===== src/rtl/freq_monitor.sv =====
// Frequency monitor for a slow divided clock sampled in the clk_in domain.
// Measures the sig_in period in clk_in cycles, declares lock after LOCK_COUNT good periods, and flags loss of lock.
module freq_monitor #(
  parameter int INPUT_CLK_FREQ  = 25000,
  parameter int TARGET_CLK_FREQ = 64,
  parameter int TOLERANCE       = 8,
  parameter int LOCK_COUNT      = 4,
  localparam int PERIOD_NOM     = INPUT_CLK_FREQ / TARGET_CLK_FREQ,
  localparam int T_MAX          = PERIOD_NOM + TOLERANCE + 1,
  localparam int CW             = $clog2(T_MAX + 1)
) (
  input  logic          clk_in,
  input  logic          reset,
  input  logic          enable,
  input  logic          clear,
  input  logic          sig_in,
  output logic          edge_pulse,
  output logic [CW-1:0] period_out,
  output logic          period_valid,
  output logic          locked,
  output logic          lost
);

  localparam int GW   = $clog2(LOCK_COUNT + 1);
  localparam int LO_I = (PERIOD_NOM > TOLERANCE) ? (PERIOD_NOM - TOLERANCE) : 0;
  localparam int HI_I = PERIOD_NOM + TOLERANCE;

  localparam logic [CW-1:0] T_MAX_C = CW'(T_MAX);
  localparam logic [CW-1:0] LO_C    = CW'(LO_I);
  localparam logic [CW-1:0] HI_C    = CW'(HI_I);
  localparam logic [GW-1:0] LOCK_C  = GW'(LOCK_COUNT);

  typedef enum logic [2:0] {
    S_IDLE      = 3'd0,
    S_WAIT_EDGE = 3'd1,
    S_ACQUIRE   = 3'd2,
    S_LOCKED    = 3'd3,
    S_LOST      = 3'd4
  } state_t;

  state_t          state_q, state_d;
  logic            s1_q, s2_q, s3_q;
  logic            edge_s, timeout_s, in_range_s, measure_s;
  logic [CW-1:0]   cnt_q, cnt_d;
  logic [GW-1:0]   good_q, good_d;
  logic [CW-1:0]   period_q, period_d;
  logic            pv_q, pv_d;
  logic            edge_q, locked_q, lost_q;

  assign edge_s     = s2_q & ~s3_q;
  assign timeout_s  = (cnt_q == T_MAX_C) && !edge_s;
  assign in_range_s = (cnt_q >= LO_C) && (cnt_q <= HI_C);

  // Next-state, counter and measurement logic; enable=0 overrides clear, clear overrides edge.
  always_comb begin
    state_d   = state_q;
    good_d    = good_q;
    period_d  = period_q;
    pv_d      = 1'b0;
    measure_s = 1'b0;
    if (edge_s) begin
      cnt_d = CW'(1);
    end else if (cnt_q != T_MAX_C) begin
      cnt_d = cnt_q + CW'(1);
    end else begin
      cnt_d = cnt_q;
    end

    if (!enable) begin
      state_d = S_IDLE;
      good_d  = '0;
      cnt_d   = '0;
    end else if ((state_q == S_LOST) && clear) begin
      state_d = S_WAIT_EDGE;
    end else begin
      case (state_q)
        S_IDLE: state_d = S_WAIT_EDGE;
        S_WAIT_EDGE: begin
          if (edge_s) begin
            state_d = S_ACQUIRE;
            good_d  = '0;
          end
        end
        S_ACQUIRE: begin
          if (edge_s) begin
            measure_s = 1'b1;
            if (in_range_s) begin
              good_d = good_q + GW'(1);
              if ((good_q + GW'(1)) == LOCK_C) state_d = S_LOCKED;
            end else begin
              good_d = '0;
            end
          end else if (timeout_s) begin
            state_d = S_WAIT_EDGE;
          end
        end
        S_LOCKED: begin
          if (edge_s) begin
            measure_s = 1'b1;
            if (!in_range_s) state_d = S_LOST;
          end else if (timeout_s) begin
            state_d = S_LOST;
          end
        end
        S_LOST: begin
          if (edge_s) measure_s = 1'b1;
        end
        default: state_d = S_IDLE;
      endcase
    end

    if (measure_s) begin
      period_d = cnt_q;
      pv_d     = 1'b1;
    end
  end

  // Synchroniser, state and registered outputs.
  always_ff @(posedge clk_in or negedge reset) begin
    if (!reset) begin
      s1_q     <= 1'b0;
      s2_q     <= 1'b0;
      s3_q     <= 1'b0;
      state_q  <= S_IDLE;
      cnt_q    <= '0;
      good_q   <= '0;
      period_q <= '0;
      pv_q     <= 1'b0;
      edge_q   <= 1'b0;
      locked_q <= 1'b0;
      lost_q   <= 1'b0;
    end else begin
      s1_q     <= sig_in;
      s2_q     <= s1_q;
      s3_q     <= s2_q;
      state_q  <= state_d;
      cnt_q    <= cnt_d;
      good_q   <= good_d;
      period_q <= period_d;
      pv_q     <= pv_d;
      edge_q   <= edge_s;
      locked_q <= (state_d == S_LOCKED);
      lost_q   <= (state_d == S_LOST);
    end
  end

  assign edge_pulse   = edge_q;
  assign period_out   = period_q;
  assign period_valid = pv_q;
  assign locked       = locked_q;
  assign lost         = lost_q;

endmodule


===== config.mk =====
export PLATFORM = sky130hd
export DESIGN_NAME = freq_monitor
export DESIGN_NICKNAME = d
export VERILOG_FILES = /design/src/rtl/freq_monitor.sv
export SDC_FILE = /design/constraint.sdc
export NUM_CORES = 1
export LEC_CHECK = 0
export CAP_MARGIN = 20
export CORE_ASPECT_RATIO = 0.75
export CORE_UTILIZATION = 54
export CTS_CLUSTER_DIAMETER = 40
export DETAILED_ROUTE_END_ITERATION = 8
export GPL_ROUTABILITY_DRIVEN = 0
export PLACE_DENSITY = 0.85
export SYNTH_ARGS = -nofsm -noshare
export SYNTH_HDL_FRONTEND = slang
export SYNTH_SLANG_ARGS = --single-unit

===== constraint.sdc =====
create_clock -name clk_in -period 3 [get_ports clk_in]
set_input_delay 0.9 -clock clk_in [delete_from_list [all_inputs] [get_ports clk_in]]
set_output_delay 0.9 -clock clk_in [all_outputs]
set_load 0.05 [all_outputs]

==> flow_metrics.env, run 1 <==
export IMPL_grt_max_degree=32
export IMPL_post_route_drc_count=0
export IMPL_endpoint_kind="primary output"
export IMPL_ys_ff_latch=31
export IMPL_synth_avg_cell_area_sq_um=11.5
export IMPL_crit_arrival_ns=1.44
export IMPL_pwr_share_clk=0.346
export IMPL_fin_setup_tns_ns=0
export IMPL_finalCriticalPeriod_ns=2.34
export IMPL_hold_viol=0
export IMPL_pwr_share_seq=0.538
export IMPL_antenna_cells=0
export IMPL_cts_max_level=2
export IMPL_cp_data_required_time_ns=2.10
export IMPL_critPathMaxStageDelay_ns=0.81
export IMPL_slew_violations=0
export IMPL_setup_worst_path_start="period_out[8]$_DFFE_PN0P_"
export IMPL_vias_per_cell=6.04
export IMPL_root_buffer="clkbuf_8"
export IMPL_numCtsBuffers=5
export IMPL_hpwlAfterDp_mm=2.20
export IMPL_clk_latency_ns=0.28
export IMPL_seq_area_sq_um=776
export IMPL_fill_cells=212
export IMPL_dpl_cell_count=187
export IMPL_cp_top_family="buffers and inverters"
export IMPL_cts_buffer_depth=2
export IMPL_crit_path_end="period_out[8]"
export IMPL_synthDistinctLibCells=51
export IMPL_rsz0062_at_grt="false"
export IMPL_final_nets=167
export IMPL_antenna_found_initial=0
export IMPL_finalPower_mw=0.830
export IMPL_grt_pass1_vias=1171
export IMPL_overflow=0
export IMPL_ant_nets=0
export IMPL_status="finished, final reports clean"
export IMPL_vias=1165
export IMPL_reg2reg_slack_ns=1.08
export IMPL_rr_startpoint="cnt_q[1]$_DFFE_PN0P_"
export IMPL_critPathKind="register to primary output"
export IMPL_critical_path_depth=1
export IMPL_final_cells=193
export IMPL_synthToLayoutAreaGrowth_pct=17.2
export IMPL_initial_core_util=0.586
export IMPL_power_internal_mw=0.623
export IMPL_port_buffers=17
export IMPL_pwr_density_cell_mw_per_mm2=451
export IMPL_rows=16
export IMPL_p_sw_mw=0.207
export IMPL_pwr_share_comb=0.116
export IMPL_multi_input_area_sq_um=741
export IMPL_synthArstFlopShare=1.00
export IMPL_leakage_nw=0.821
export IMPL_drtIter0Drc=95
export IMPL_setup_viol=0
export IMPL_syn_inst=137
export IMPL_drive_gt1_frac=0.178
export IMPL_yosysSeqAreaShare=0.494
export IMPL_dr_pass1_iters=4
export IMPL_path_buf_inv=1
export IMPL_period_share=0.779
export IMPL_post_cts_buffers=0
export IMPL_chipWidth_um=64.3
export IMPL_worst_slew_pin_slew_ns=0.513
export IMPL_hold_buffers=0
export IMPL_grt_first_pass_wirelength_mm=5.43
export IMPL_syn_nets=146
export IMPL_wl_per_cell_um=16.2
export IMPL_min_path_type="register to register"
export IMPL_cts_tree="done"
export IMPL_path_clk_slew_ns=0.06
export IMPL_critPathSlowestCell="clkdlybuf4s50_1"
export IMPL_synth_main_ff_cell="dfrtp_1"
export IMPL_drt_total_wl_mm=3.13
export IMPL_swShare=0.250
export IMPL_synth_area_sq_mm=0.00157
export IMPL_synth_edf_count=0
export IMPL_die_area_sq_mm=0.00313
export IMPL_fmax_mhz=428
export IMPL_crit_path_max_fanout=2
export IMPL_skew_ns=0.00535
export IMPL_synth_warnings=0
export IMPL_reg2reg_depth=5
export IMPL_crit_chain="clkdlybuf4s50_1"
export IMPL_reg2reg_to="state_q[0]$_DFF_PN0_"
export IMPL_cts_resized=0
export IMPL_critPathLaunchType="register"
export IMPL_die_h_um=48.7
export IMPL_hold_slack_ns=0.354
export IMPL_clkSinkCount=31
export IMPL_track_usage=0.233
export IMPL_io_pins=18
export IMPL_max_cap_violations=0
export IMPL_core_area_sq_mm=0.00268
export IMPL_slew_headroom=0.657
export IMPL_ir_drop_v=0.000366
-- final cells by class --
class                   count  share of cell area
well taps                  36              0.0245
repair buffers             19               0.101
clock buffers               6              0.0394
flip-flops and latches     31               0.421
inverters                   6              0.0122
multi-input cells          95               0.402
-- placed cells by master (no fill, tap or decap), drive strengths merged, types with 2 or more instances in the layout --
cell type / instances
clkbuf: 6
a21oi: 2
nor2b: 4
mux2: 9
nor3: 4
inv: 5
o211ai: 5
nor4: 3
or3b: 2
nand2b: 2
o21ai: 4
xor2: 3
a211oi: 2
buf: 2
dfrtp: 31
or2: 2
o31ai: 2
xnor2: 3
clkdlybuf4s50: 17
nor2: 8
ha: 4
a32o: 2
nand3: 4
nand2: 10
nand4: 2
or3: 2
-- through the flow --
stage	instance area, sq um	worst slack (ns)	util
after global placement	1770	0.608	0.660
after global routing	1840	0.608	0.687
final	1840	0.663	0.687
after detailed placement	1770	0.500	0.660
after floorplan	1570	1.13	-
after CTS	1840	0.645	0.687
-- sequential cells by signal, indices dropped and copies added, names as in the netlist --
name and cells:
s1_q 1, cnt_q 9, s2_q 1, edge_pulse 1, period_out 9, period_valid 1, state_q 3, locked 1
s3_q 1, good_q 3, lost 1
-- cells in the mapped netlist, types with 2 or more instances --
cell type / instances / area, sq um
dfrtp_1: 31 / 776
mux2_2: 9 / 101
nand2_1: 9 / 33.8
nor2_1: 7 / 26.3
inv_1: 5 / 18.8
o211ai_1: 5 / 37.5
ha_1: 4 / 50.1
nand3_1: 4 / 20.0
nor2b_1: 4 / 25.0
o21ai_0: 4 / 20.0
nor3_1: 3 / 15.0
xnor2_1: 3 / 26.3
xor2_1: 3 / 26.3
a211oi_1: 2 / 15.0
a21oi_1: 2 / 10.0
a32o_1: 2 / 20.0
buf_2: 2 / 10.0
nand2b_1: 2 / 12.5
nand4_1: 2 / 12.5
nor4_4: 2 / 42.5
or3_1: 2 / 12.5
-- power by group through the flow --
stage | sequential, mW | clock [mW] | combinational, mW
finish | 0.446 | 0.287 | 0.0966
floorplan | 0.469 | 0 | 0.0454
global placement | 0.452 | 0 | 0.0936
global route | 0.448 | 0.312 | 0.104
CTS | 0.446 | 0.295 | 0.0971
detailed placement | 0.453 | 0 | 0.0966
-- per-layer routing --
| layer | track usage | routed length (um) |
|---|---|---|
| met3 | 0.0778 | 183 |
| met1 | 0.294 | 1390 |
| met4 | 0.126 | 63 |
| met2 | 0.354 | 1490 |
| met5 | 0 | 0 |
-- cells by family after synthesis --
| group | after synthesis | share of synthesized area |
|---|---|---|
| AOI/OAI and AO/OA | 26 | 0.125 |
| xor gates and xnor gates | 6 | 0.0334 |
| adders and majority gates | 4 | 0.0318 |
| buffers and inverters | 11 | 0.0350 |
| DFF | 31 | 0.494 |
| muxes | 9 | 0.0645 |
| and+or+nand+nor | 50 | 0.217 |
-- worst min-delay path by stage --
stage | cells after the start | from | endpoint
after floorplan | 0 | s1_q$_DFF_PN0_ | s2_q$_DFF_PN0_
after global placement | 0 | s1_q$_DFF_PN0_ | s2_q$_DFF_PN0_
after detailed placement | 0 | s1_q$_DFF_PN0_ | s2_q$_DFF_PN0_
after CTS | 0 | s1_q$_DFF_PN0_ | s2_q$_DFF_PN0_
after global routing | 0 | s1_q$_DFF_PN0_ | s2_q$_DFF_PN0_
final | 0 | s1_q$_DFF_PN0_ | s2_q$_DFF_PN0_
-- worst register-to-register path, stage by stage (launching register included) --
cell      delay, ns
dfrtp_1        0.46
ha_1           0.25
or4b_4         0.51
nor3_2         0.25
a31o_2         0.21
o211ai_1       0.11
Note: power is estimated with default switching activity, not from simulation.
==> run 2, diff against run 1 <==
Settings changed: CORE_UTILIZATION 54 to 49, PLACE_DENSITY 0.85 to 0.82.
Clock period 3 ns to 2 ns, I/O delays scaled along.
==> flow_metrics.env, run 2 (synthesis results as in run 1) <==
export IMPL_numCtsBuffers=5
export IMPL_final_cells=203
export IMPL_fin_setup_tns_ns=0
export IMPL_root_buffer="clkbuf_8"
export IMPL_hp_start="s1_q$_DFF_PN0_"
export IMPL_drtIter0Drc=109
export IMPL_port_buffers=17
export IMPL_hold_depth=0
export IMPL_vias_per_cell=5.57
export IMPL_endpoint_kind="register"
export IMPL_finalPower_mw=1.27
export IMPL_clkSinkCount=31
export IMPL_ant_nets=0
export IMPL_min_path_type="register to register"
export IMPL_crit_arrival_ns=2.05
export IMPL_dpl_cell_count=195
export IMPL_rsz0062_at_grt="false"
export IMPL_critPathMaxStageDelay_ns=0.51
export IMPL_vias=1131
export IMPL_grt_pass1_vias=1039
export IMPL_path_clk_slew_ns=0.06
export IMPL_drive_gt1_frac=0.291
export IMPL_cts_max_level=2
export IMPL_seq_area_sq_um=776
export IMPL_die_area_sq_mm=0.00344
export IMPL_initial_core_util=0.524
export IMPL_critical_path_depth=5
export IMPL_drt_total_wl_mm=2.88
export IMPL_critPathSlowestCell="or4b_4"
export IMPL_holdPathEnd="s2_q$_DFF_PN0_"
export IMPL_max_cap_violations=0
export IMPL_reg2reg_slack_ns=0.15
export IMPL_post_cts_buffers=0
export IMPL_skew_ns=0.00812
export IMPL_cts_buffer_depth=2
export IMPL_slew_headroom=0.743
export IMPL_multi_input_area_sq_um=741
export IMPL_ir_drop_v=0.000438
export IMPL_status="finished, final reports clean"
export IMPL_overflow=0
export IMPL_fill_cells=225
export IMPL_wl_per_cell_um=14.2
export IMPL_period_share=0.926
export IMPL_path_buf_inv=0
export IMPL_dp_worst_setup_slack_ns=-0.0735
export IMPL_io_pins=18
export IMPL_final_nets=173
export IMPL_synthToLayoutAreaGrowth_pct=18.7
export IMPL_antenna_found_initial=0
export IMPL_critPathKind="register to register"
export IMPL_finalCriticalPeriod_ns=1.85
export IMPL_reg2reg_depth=5
export IMPL_crit_path_max_fanout=7
export IMPL_rr_startpoint="cnt_q[1]$_DFFE_PN0P_"
export IMPL_pwr_density_cell_mw_per_mm2=682
export IMPL_hold_buffers=0
export IMPL_setup_viol=0
export IMPL_post_route_drc_count=0
export IMPL_reg2reg_to="state_q[0]$_DFF_PN0_"
export IMPL_worst_slew_pin_slew_ns=0.385
export IMPL_rows=17
export IMPL_die_h_um=51.0
export IMPL_cp_data_required_time_ns=2.20
export IMPL_leakage_nw=0.881
export IMPL_slew_violations=0
export IMPL_setup_ws_ns=0.148
export IMPL_critPathLaunchType="register"
export IMPL_cts_resized=0
export IMPL_cts_tree="done"
export IMPL_crit_chain="ha_1 > or4b_4 > nor4_1 > o31ai_1 > o211ai_1"
export IMPL_chipWidth_um=67.4
export IMPL_dr_pass1_iters=4
export IMPL_core_area_sq_mm=0.00300
export IMPL_track_usage=0.205
export IMPL_antenna_cells=0
export IMPL_clk_latency_ns=0.29
export IMPL_post_route_util=0.622
export IMPL_mostFrequentLayoutCells="dfrtp_1 (31), buf_4 (21), nand2_1 (9), mux2_2 (9), nor2_1 (7)"
export IMPL_grt_max_degree=32
export IMPL_cp_top_family="simple AND/OR/NAND/NOR gates"
export IMPL_final_common_cell="dfrtp_1"
export IMPL_grt_first_pass_wirelength_mm=4.86
export IMPL_hold_viol=0
export IMPL_hpwlAfterDp_mm=2.10
export IMPL_fmax_mhz=540
run 2: cell count changes in the layout (fill, tap and decap cells not counted):
cell / change
buf_4: +19
clkbuf_1: +1
clkdlybuf4s50_1: -13
clkinv_2: +1
run 2: routing by layer:
layer | routed length, um | track usage | vias to the layer above
met2 | 1310 | 0.280 | 24
li1 | - | - | 550
met5 | 0 | 0 | -
met3 | 129 | 0.0893 | 5
met4 | 62 | 0.0957 | 0
met1 | 1380 | 0.277 | 552
run 2: report_power, final:
| group | leakage, nW | internal, mW | switching (mW) |
|---|---|---|---|
| combinational | 0.420 | 0.0585 | 0.0884 |
| clock | 0.0422 | 0.243 | 0.213 |
| sequential | 0.419 | 0.648 | 0.0213 |
| total | 0.881 | 0.949 | 0.323 |
run 2: how the worst max path moves through the flow:
| stage | startpoint | to | slack (ns) |
|---|---|---|---|
| after floorplan | cnt_q[1]$_DFFE_PN0P_ | cnt_q[1]$_DFFE_PN0P_ | 0.35 |
| after global placement | clear | period_out[2]$_DFFE_PN0P_ | -0.02 |
| after detailed placement | clear | period_out[7]$_DFFE_PN0P_ | -0.07 |
| after CTS | cnt_q[1]$_DFFE_PN0P_ | state_q[0]$_DFF_PN0_ | 0.14 |
| after global routing | cnt_q[1]$_DFFE_PN0P_ | state_q[0]$_DFF_PN0_ | 0.03 |
| final | cnt_q[1]$_DFFE_PN0P_ | state_q[0]$_DFF_PN0_ | 0.15 |
run 2: final cells by class:
class	count	area share
sequential	31	0.416
clock inverter	1	0.00268
clock buffer	7	0.0409
inverter	6	0.0121
tap	38	0.0255
multi-input combinational	95	0.397
timing repair buffer	25	0.106
run 2: through the flow:
step / area [sq um] / hold slack [ns]
after floorplan: 1570 / 0.304
after global placement: 1780 / 0.334
after detailed placement: 1780 / 0.340
after CTS: 1870 / 0.352
after global routing: 1870 / 0.369
final: 1870 / 0.356
